$ cat src/rtl/pooling_pkg.sv
// Shared definitions for the pooling / unpooling pair: default sizes,
// expansion mode encodings and the unpooling FSM state type.
package pooling_pkg;

    localparam int unsigned DEFAULT_DATA_WIDTH = 8;
    localparam int unsigned DEFAULT_UP_LOG2    = 6;

    localparam logic MODE_MAX_REPLICATE = 1'b1;
    localparam logic MODE_AVG_INTERP    = 1'b0;

    typedef enum logic {
        IDLE = 1'b0,
        EMIT = 1'b1
    } unpool_state_t;

endpackage

$ cat src/rtl/unpool_interp_dp.sv
// Interpolation datapath for unpooling: holds delta and the scaled accumulator
// and presents the next beat value for the top-level output register.
module unpool_interp_dp
    import pooling_pkg::*;
#(
    parameter int unsigned DATA_WIDTH = DEFAULT_DATA_WIDTH,
    parameter int unsigned UP_LOG2    = DEFAULT_UP_LOG2
) (
    input  logic                  clk,
    input  logic                  rst,
    input  logic                  load,
    input  logic                  step,
    input  logic                  mode_q,
    input  logic [DATA_WIDTH-1:0] cur,
    input  logic [DATA_WIDTH-1:0] prev,
    output logic [DATA_WIDTH-1:0] beat_data
);

    localparam int unsigned AW = DATA_WIDTH + UP_LOG2 + 1;

    logic signed [DATA_WIDTH:0] delta_q;
    logic signed [DATA_WIDTH:0] delta_in;
    logic signed [DATA_WIDTH:0] delta_sel;
    logic signed [AW-1:0]       acc_q;
    logic signed [AW-1:0]       acc_base;
    logic signed [AW-1:0]       acc_next;

    // On load the first step is folded in, so beat k=1 is ready the cycle after acceptance.
    always_comb begin
        delta_in  = $signed({1'b0, cur}) - $signed({1'b0, prev});
        delta_sel = load ? delta_in : delta_q;
        acc_base  = load ? $signed({1'b0, prev, {UP_LOG2{1'b0}}}) : acc_q;
        acc_next  = acc_base + $signed({{UP_LOG2{delta_sel[DATA_WIDTH]}}, delta_sel});
    end

    // acc_next stays within [0, max<<UP_LOG2], so the slice equals acc_next >>> UP_LOG2.
    always_comb begin
        beat_data = acc_next[UP_LOG2 +: DATA_WIDTH];
        if (mode_q == MODE_MAX_REPLICATE) begin
            beat_data = cur;
        end
    end

    always_ff @(posedge clk) begin
        if (rst) begin
            delta_q <= '0;
            acc_q   <= '0;
        end else begin
            if (load) begin
                delta_q <= delta_in;
            end
            if (load || step) begin
                acc_q <= acc_next;
            end
        end
    end

endmodule

$ cat src/rtl/unpooling.sv
// Unpooling: expands each pooled sample into 2**UP_LOG2 output beats, either
// replicated or linearly interpolated from the previous pooled value.
module unpooling
    import pooling_pkg::*;
#(
    parameter int unsigned DATA_WIDTH = DEFAULT_DATA_WIDTH,
    parameter int unsigned UP_LOG2    = DEFAULT_UP_LOG2
) (
    input  logic                  clk,
    input  logic                  rst,
    input  logic                  in_valid,
    output logic                  in_ready,
    input  logic [DATA_WIDTH-1:0] in_data,
    input  logic                  mode,
    output logic                  out_valid,
    input  logic                  out_ready,
    output logic [DATA_WIDTH-1:0] out_data,
    output logic                  out_last
);

    localparam int unsigned FACTOR = 1 << UP_LOG2;
    localparam int unsigned KW     = UP_LOG2 + 1;
    localparam logic [KW-1:0] K_FIRST = KW'(1);
    localparam logic [KW-1:0] K_LAST  = KW'(FACTOR);

    unpool_state_t state_q, state_d;

    logic [KW-1:0]         k_q;
    logic [DATA_WIDTH-1:0] prev_q;
    logic [DATA_WIDTH-1:0] cur_q;
    logic [DATA_WIDTH-1:0] out_data_q;
    logic [DATA_WIDTH-1:0] cur_sel;
    logic [DATA_WIDTH-1:0] beat_data;
    logic                  mode_q;
    logic                  mode_sel;
    logic                  out_last_q;
    logic                  load;
    logic                  step;
    logic                  block_done;

    always_ff @(posedge clk) begin
        if (rst) begin
            state_q <= IDLE;
        end else begin
            state_q <= state_d;
        end
    end

    always_comb begin
        state_d    = state_q;
        in_ready   = 1'b0;
        out_valid  = 1'b0;
        load       = 1'b0;
        step       = 1'b0;
        block_done = 1'b0;
        unique case (state_q)
            IDLE: begin
                in_ready = 1'b1;
                if (in_valid) begin
                    load    = 1'b1;
                    state_d = EMIT;
                end
            end
            EMIT: begin
                out_valid = 1'b1;
                if (out_ready) begin
                    if (k_q == K_LAST) begin
                        block_done = 1'b1;
                        state_d    = IDLE;
                    end else begin
                        step = 1'b1;
                    end
                end
            end
            default: state_d = IDLE;
        endcase
    end

    // During the accepting cycle the datapath must see the incoming sample and mode.
    always_comb begin
        cur_sel  = load ? in_data : cur_q;
        mode_sel = load ? mode : mode_q;
    end

    unpool_interp_dp #(
        .DATA_WIDTH (DATA_WIDTH),
        .UP_LOG2    (UP_LOG2)
    ) u_dp (
        .clk       (clk),
        .rst       (rst),
        .load      (load),
        .step      (step),
        .mode_q    (mode_sel),
        .cur       (cur_sel),
        .prev      (prev_q),
        .beat_data (beat_data)
    );

    always_ff @(posedge clk) begin
        if (rst) begin
            k_q        <= '0;
            prev_q     <= '0;
            cur_q      <= '0;
            mode_q     <= MODE_AVG_INTERP;
            out_data_q <= '0;
            out_last_q <= 1'b0;
        end else begin
            if (load) begin
                cur_q      <= in_data;
                mode_q     <= mode;
                k_q        <= K_FIRST;
                out_data_q <= beat_data;
                out_last_q <= (K_FIRST == K_LAST);
            end
            if (step) begin
                k_q        <= k_q + K_FIRST;
                out_data_q <= beat_data;
                out_last_q <= ((k_q + K_FIRST) == K_LAST);
            end
            if (block_done) begin
                prev_q     <= cur_q;
                out_last_q <= 1'b0;
            end
        end
    end

    assign out_data = out_data_q;
    assign out_last = out_last_q;

endmodule

$ cat config.mk
export PLATFORM = sky130hd
export DESIGN_NAME = unpooling
export DESIGN_NICKNAME = d
export VERILOG_FILES = /design/src/rtl/pooling_pkg.sv /design/src/rtl/unpool_interp_dp.sv /design/src/rtl/unpooling.sv
export SDC_FILE = /design/constraint.sdc
export NUM_CORES = 1
export LEC_CHECK = 0
export CORE_MARGIN = 4
export CORE_UTILIZATION = 30
export DETAILED_ROUTE_END_ITERATION = 10
export GPL_ROUTABILITY_DRIVEN = 0
export PLACE_DENSITY = 0.49
export SETUP_SLACK_MARGIN = 0.5
export SLEW_MARGIN = 40
export SYNTH_ARGS = -nofsm -noshare
export SYNTH_HDL_FRONTEND = slang
export SYNTH_HIERARCHICAL = 1
export SYNTH_SLANG_ARGS = --single-unit
$ cat constraint.sdc
create_clock -name clk -period 5 [get_ports clk]
set_input_delay 0.5 -clock clk [delete_from_list [all_inputs] [get_ports clk]]
set_output_delay 0.5 -clock clk [all_outputs]
set_load 0.05 [all_outputs]
==> impl_metrics.env <==
export IMPL_cts_sinks=57
export IMPL_via_per_inst=5.176
export IMPL_synth_top_area_cell="dfxtp_1"
export IMPL_required_ns=5.26
export IMPL_vias=3530
export IMPL_fin_ws_ns=0.7458
export IMPL_dp_cells=659
export IMPL_nets=544
export IMPL_std_cell_rows=41
export IMPL_slew_viol_final=0
export IMPL_dr_pass1_iters=5
export IMPL_drcViolationCount=0
export IMPL_p_leak_nw=1.914
export IMPL_hp_class="reg2reg"
export IMPL_worstPathArrival_ns=4.51
export IMPL_max_vdd_ir_drop_uv=175.5
export IMPL_drive_gt1_frac=0.1549
export IMPL_wire_per_inst_um=15.61
export IMPL_synth_seq_cells=57
export IMPL_min_period_ns=4.254
export IMPL_p_total_mw=1.577
export IMPL_grt_overflow_total=0
export IMPL_antenna_found_initial=0
export IMPL_hold_viol_final=0
export IMPL_h_tree_depth=3
export IMPL_setup_viol=0
export IMPL_io_pins=24
export IMPL_cts_inserted_buffers=9
export IMPL_power_per_cell_area_nw_per_um2=334.8
export IMPL_status="finished clean"
export IMPL_tightestPinTransition_ns=0.7221
export IMPL_synth_edf_count=0
export IMPL_crit_path_start_kind="flip-flop"
export IMPL_slew_headroom=0.5171
export IMPL_grt_pass1_wl_um=17300
export IMPL_dpl_hpwl_um=7690
export IMPL_period_share=0.8508
export IMPL_clkLatencyLatePin_ns=0.33
export IMPL_synth_distinct_cells=68
export IMPL_synth_fp_nets=522
export IMPL_track_usage=0.1504
export IMPL_fin_setup_tns_ns=0
export IMPL_die_h_um=121.2
export IMPL_start_util=0.3061
export IMPL_rsz0062_at_grt="false"
export IMPL_yosys_top_cells_count="57 x dfxtp_1, 55 x nand2_1, 46 x a21oi_1, 36 x nor2_1, 24 x ha_1"
export IMPL_path_class="reg2reg"
export IMPL_drv_cap=0
export IMPL_synth_area_top_cells="dfxtp_1 30%, ha_1 7.8%, a21oi_1 6.0%"
export IMPL_cts_buffer_depth=2
export IMPL_max_freq_mhz=235.1
export IMPL_grt_max_degree=52
export IMPL_ys_warn_count=6
export IMPL_clock_skew_ns=0.007444
export IMPL_yosysMostFrequentCell="dfxtp_1"
export IMPL_synthArstFlopShare=0
export IMPL_crit_fanout=6
export IMPL_synth_top_cell_area_share=0.2966
export IMPL_ant_nets=0
export IMPL_dr_first_iter_drc_count=267
export IMPL_dp_slack_ns=0.1679
export IMPL_antenna_cells=0
export IMPL_synth_ff_type="dfxtp_1"
export IMPL_cts_clk_slew_worst_paths_ns=0.05
export IMPL_cts_root_buf="clkbuf_16"
export IMPL_grt_pass1_vias=3323
export IMPL_critPathCaptureType="flip-flop"
export IMPL_synthesis_area_um2=3847
export IMPL_synth_seq_area_share=0.2966
export IMPL_die_x_um=121.2
export IMPL_fin_cells=682
export IMPL_synthCells=483
export IMPL_io_buffers=23
export IMPL_drt_total_wl_um=10650
export IMPL_cts_tree="yes"
export IMPL_dieArea_um2=14700
export IMPL_core_um2=12570
export IMPL_area_growth_pct=22.44
export IMPL_avgSynthCellArea_um2=7.966
routing by layer:
layer | vias to the layer above | global-route usage | routed length, um
met3 | 9 | 0.03730 | 416
met2 | 68 | 0.2303 | 4810
li1 | 1779 | - | -
met1 | 1674 | 0.2080 | 5296
met5 | - | 0 | 0
met4 | 0 | 0.04762 | 123
power breakdown:
group	switching, mW	internal, mW
combinational	0.243	0.160
clock	0.221	0.451
sequential	0.0172	0.486
registers in the layout (all words and copies together), names as in the netlist:
| signal | count |
|---|---|
| prev_q | 8 |
| mode_q | 1 |
| u_dp/delta_q | 9 |
| out_last | 1 |
| state_q | 1 |
| k_q | 7 |
| u_dp/acc_q | 14 |
| out_data | 8 |
| cur_q | 8 |
cells by family (layout without fill, tap and decap cells):
logic type / count (synthesis) / after routing / synth area share
and+or+nand+nor: 185 / 185 / 0.2491
xor gates and xnor gates: 16 / 16 / 0.03837
buffers and inverters: 49 / 76 / 0.05398
adders and majority gates: 26 / 26 / 0.08846
DFF: 57 / 57 / 0.2966
AOI/OAI and AO/OA: 129 / 129 / 0.2153
muxes: 21 / 21 / 0.05821
final timing paths:
path / start / endpoint / slack [ns] / depth (start not counted)
setup / recovery: state_q / out_data[7] / 0.75 / 23
hold / removal: u_dp/acc_q[0] / u_dp/acc_q[0] / 0.45 / 2
setup reg to reg: state_q / out_data[7] / 0.75 / 23
hold reg to reg: u_dp/acc_q[0] / u_dp/acc_q[0] / 0.45 / 2
stage by stage:
stage	hold WS [ns]	area, um2	util
after global placement	0.4331	4265	0.3394
after global routing	0.4633	4711	0.3748
after floorplan	0.4211	3901	-
after CTS	0.4490	4612	0.3669
final	0.4494	4711	0.3748
after detailed placement	0.4420	4268	0.3396
area by class of cell:
| type | count | area [um2] |
|---|---|---|
| repair buffers | 36 | 325.3 |
| multi-input cells | 377 | 2595 |
| inverters | 24 | 101.3 |
| flip-flops and latches | 57 | 1145 |
| clock buffers | 10 | 239.0 |
| clock inverters | 6 | 90.09 |
| fillers | 1303 | 7858 |
| well taps | 172 | 215.2 |
placed cells by master (no fill, tap or decap), drive strengths merged, types with 3 or more instances in the layout:
cell	synthesis	routed
a211o	3	3
a211oi	8	8
a21o	5	5
a21oi	47	47
a311oi	5	5
a31oi	5	5
and2	9	9
and3	5	5
buf	12	14
clkbuf	13	10
clkdlybuf4s50	0	21
dfxtp	57	57
ha	24	24
inv	23	24
mux2	11	11
mux2i	10	10
nand2	56	56
nand2b	6	6
nand3	19	19
nand4	3	3
nor2	36	36
nor2b	12	12
nor3	13	13
nor4	6	6
o211ai	6	6
o21a	5	5
o21ai	26	26
o31ai	3	3
or2	3	3
or3	3	3
xnor2	11	11
xor2	5	5
critical path: stages, from the launching register on:
cell        delay, ns
dfxtp_4          0.36
clkinvlp_4       0.09
nand2_4          0.09
buf_4            0.15
buf_4            0.13
nand2_1          0.07
nand2_1          0.12
ha_1             0.44
a21oi_4          0.23
o21ai_1          0.10
a21oi_2          0.21
nor2_1           0.07
a21oi_1          0.13
mux2_4           0.23
ha_4             0.23
a21o_1           0.18
a21o_1           0.18
a21oi_2          0.15
o21ai_1          0.11
a31o_2           0.26
o21a_1           0.19
o31ai_1          0.22
o21ai_1          0.10
a21oi_1          0.13
what timing repair did:
action,in CTS,in global routing
setup buffers,2,5
endpoints found under the setup margin,1,10
resized for setup,0,18
hold buffers,0,0
pin swaps,1,10
Power figures use the tool's default switching activity.
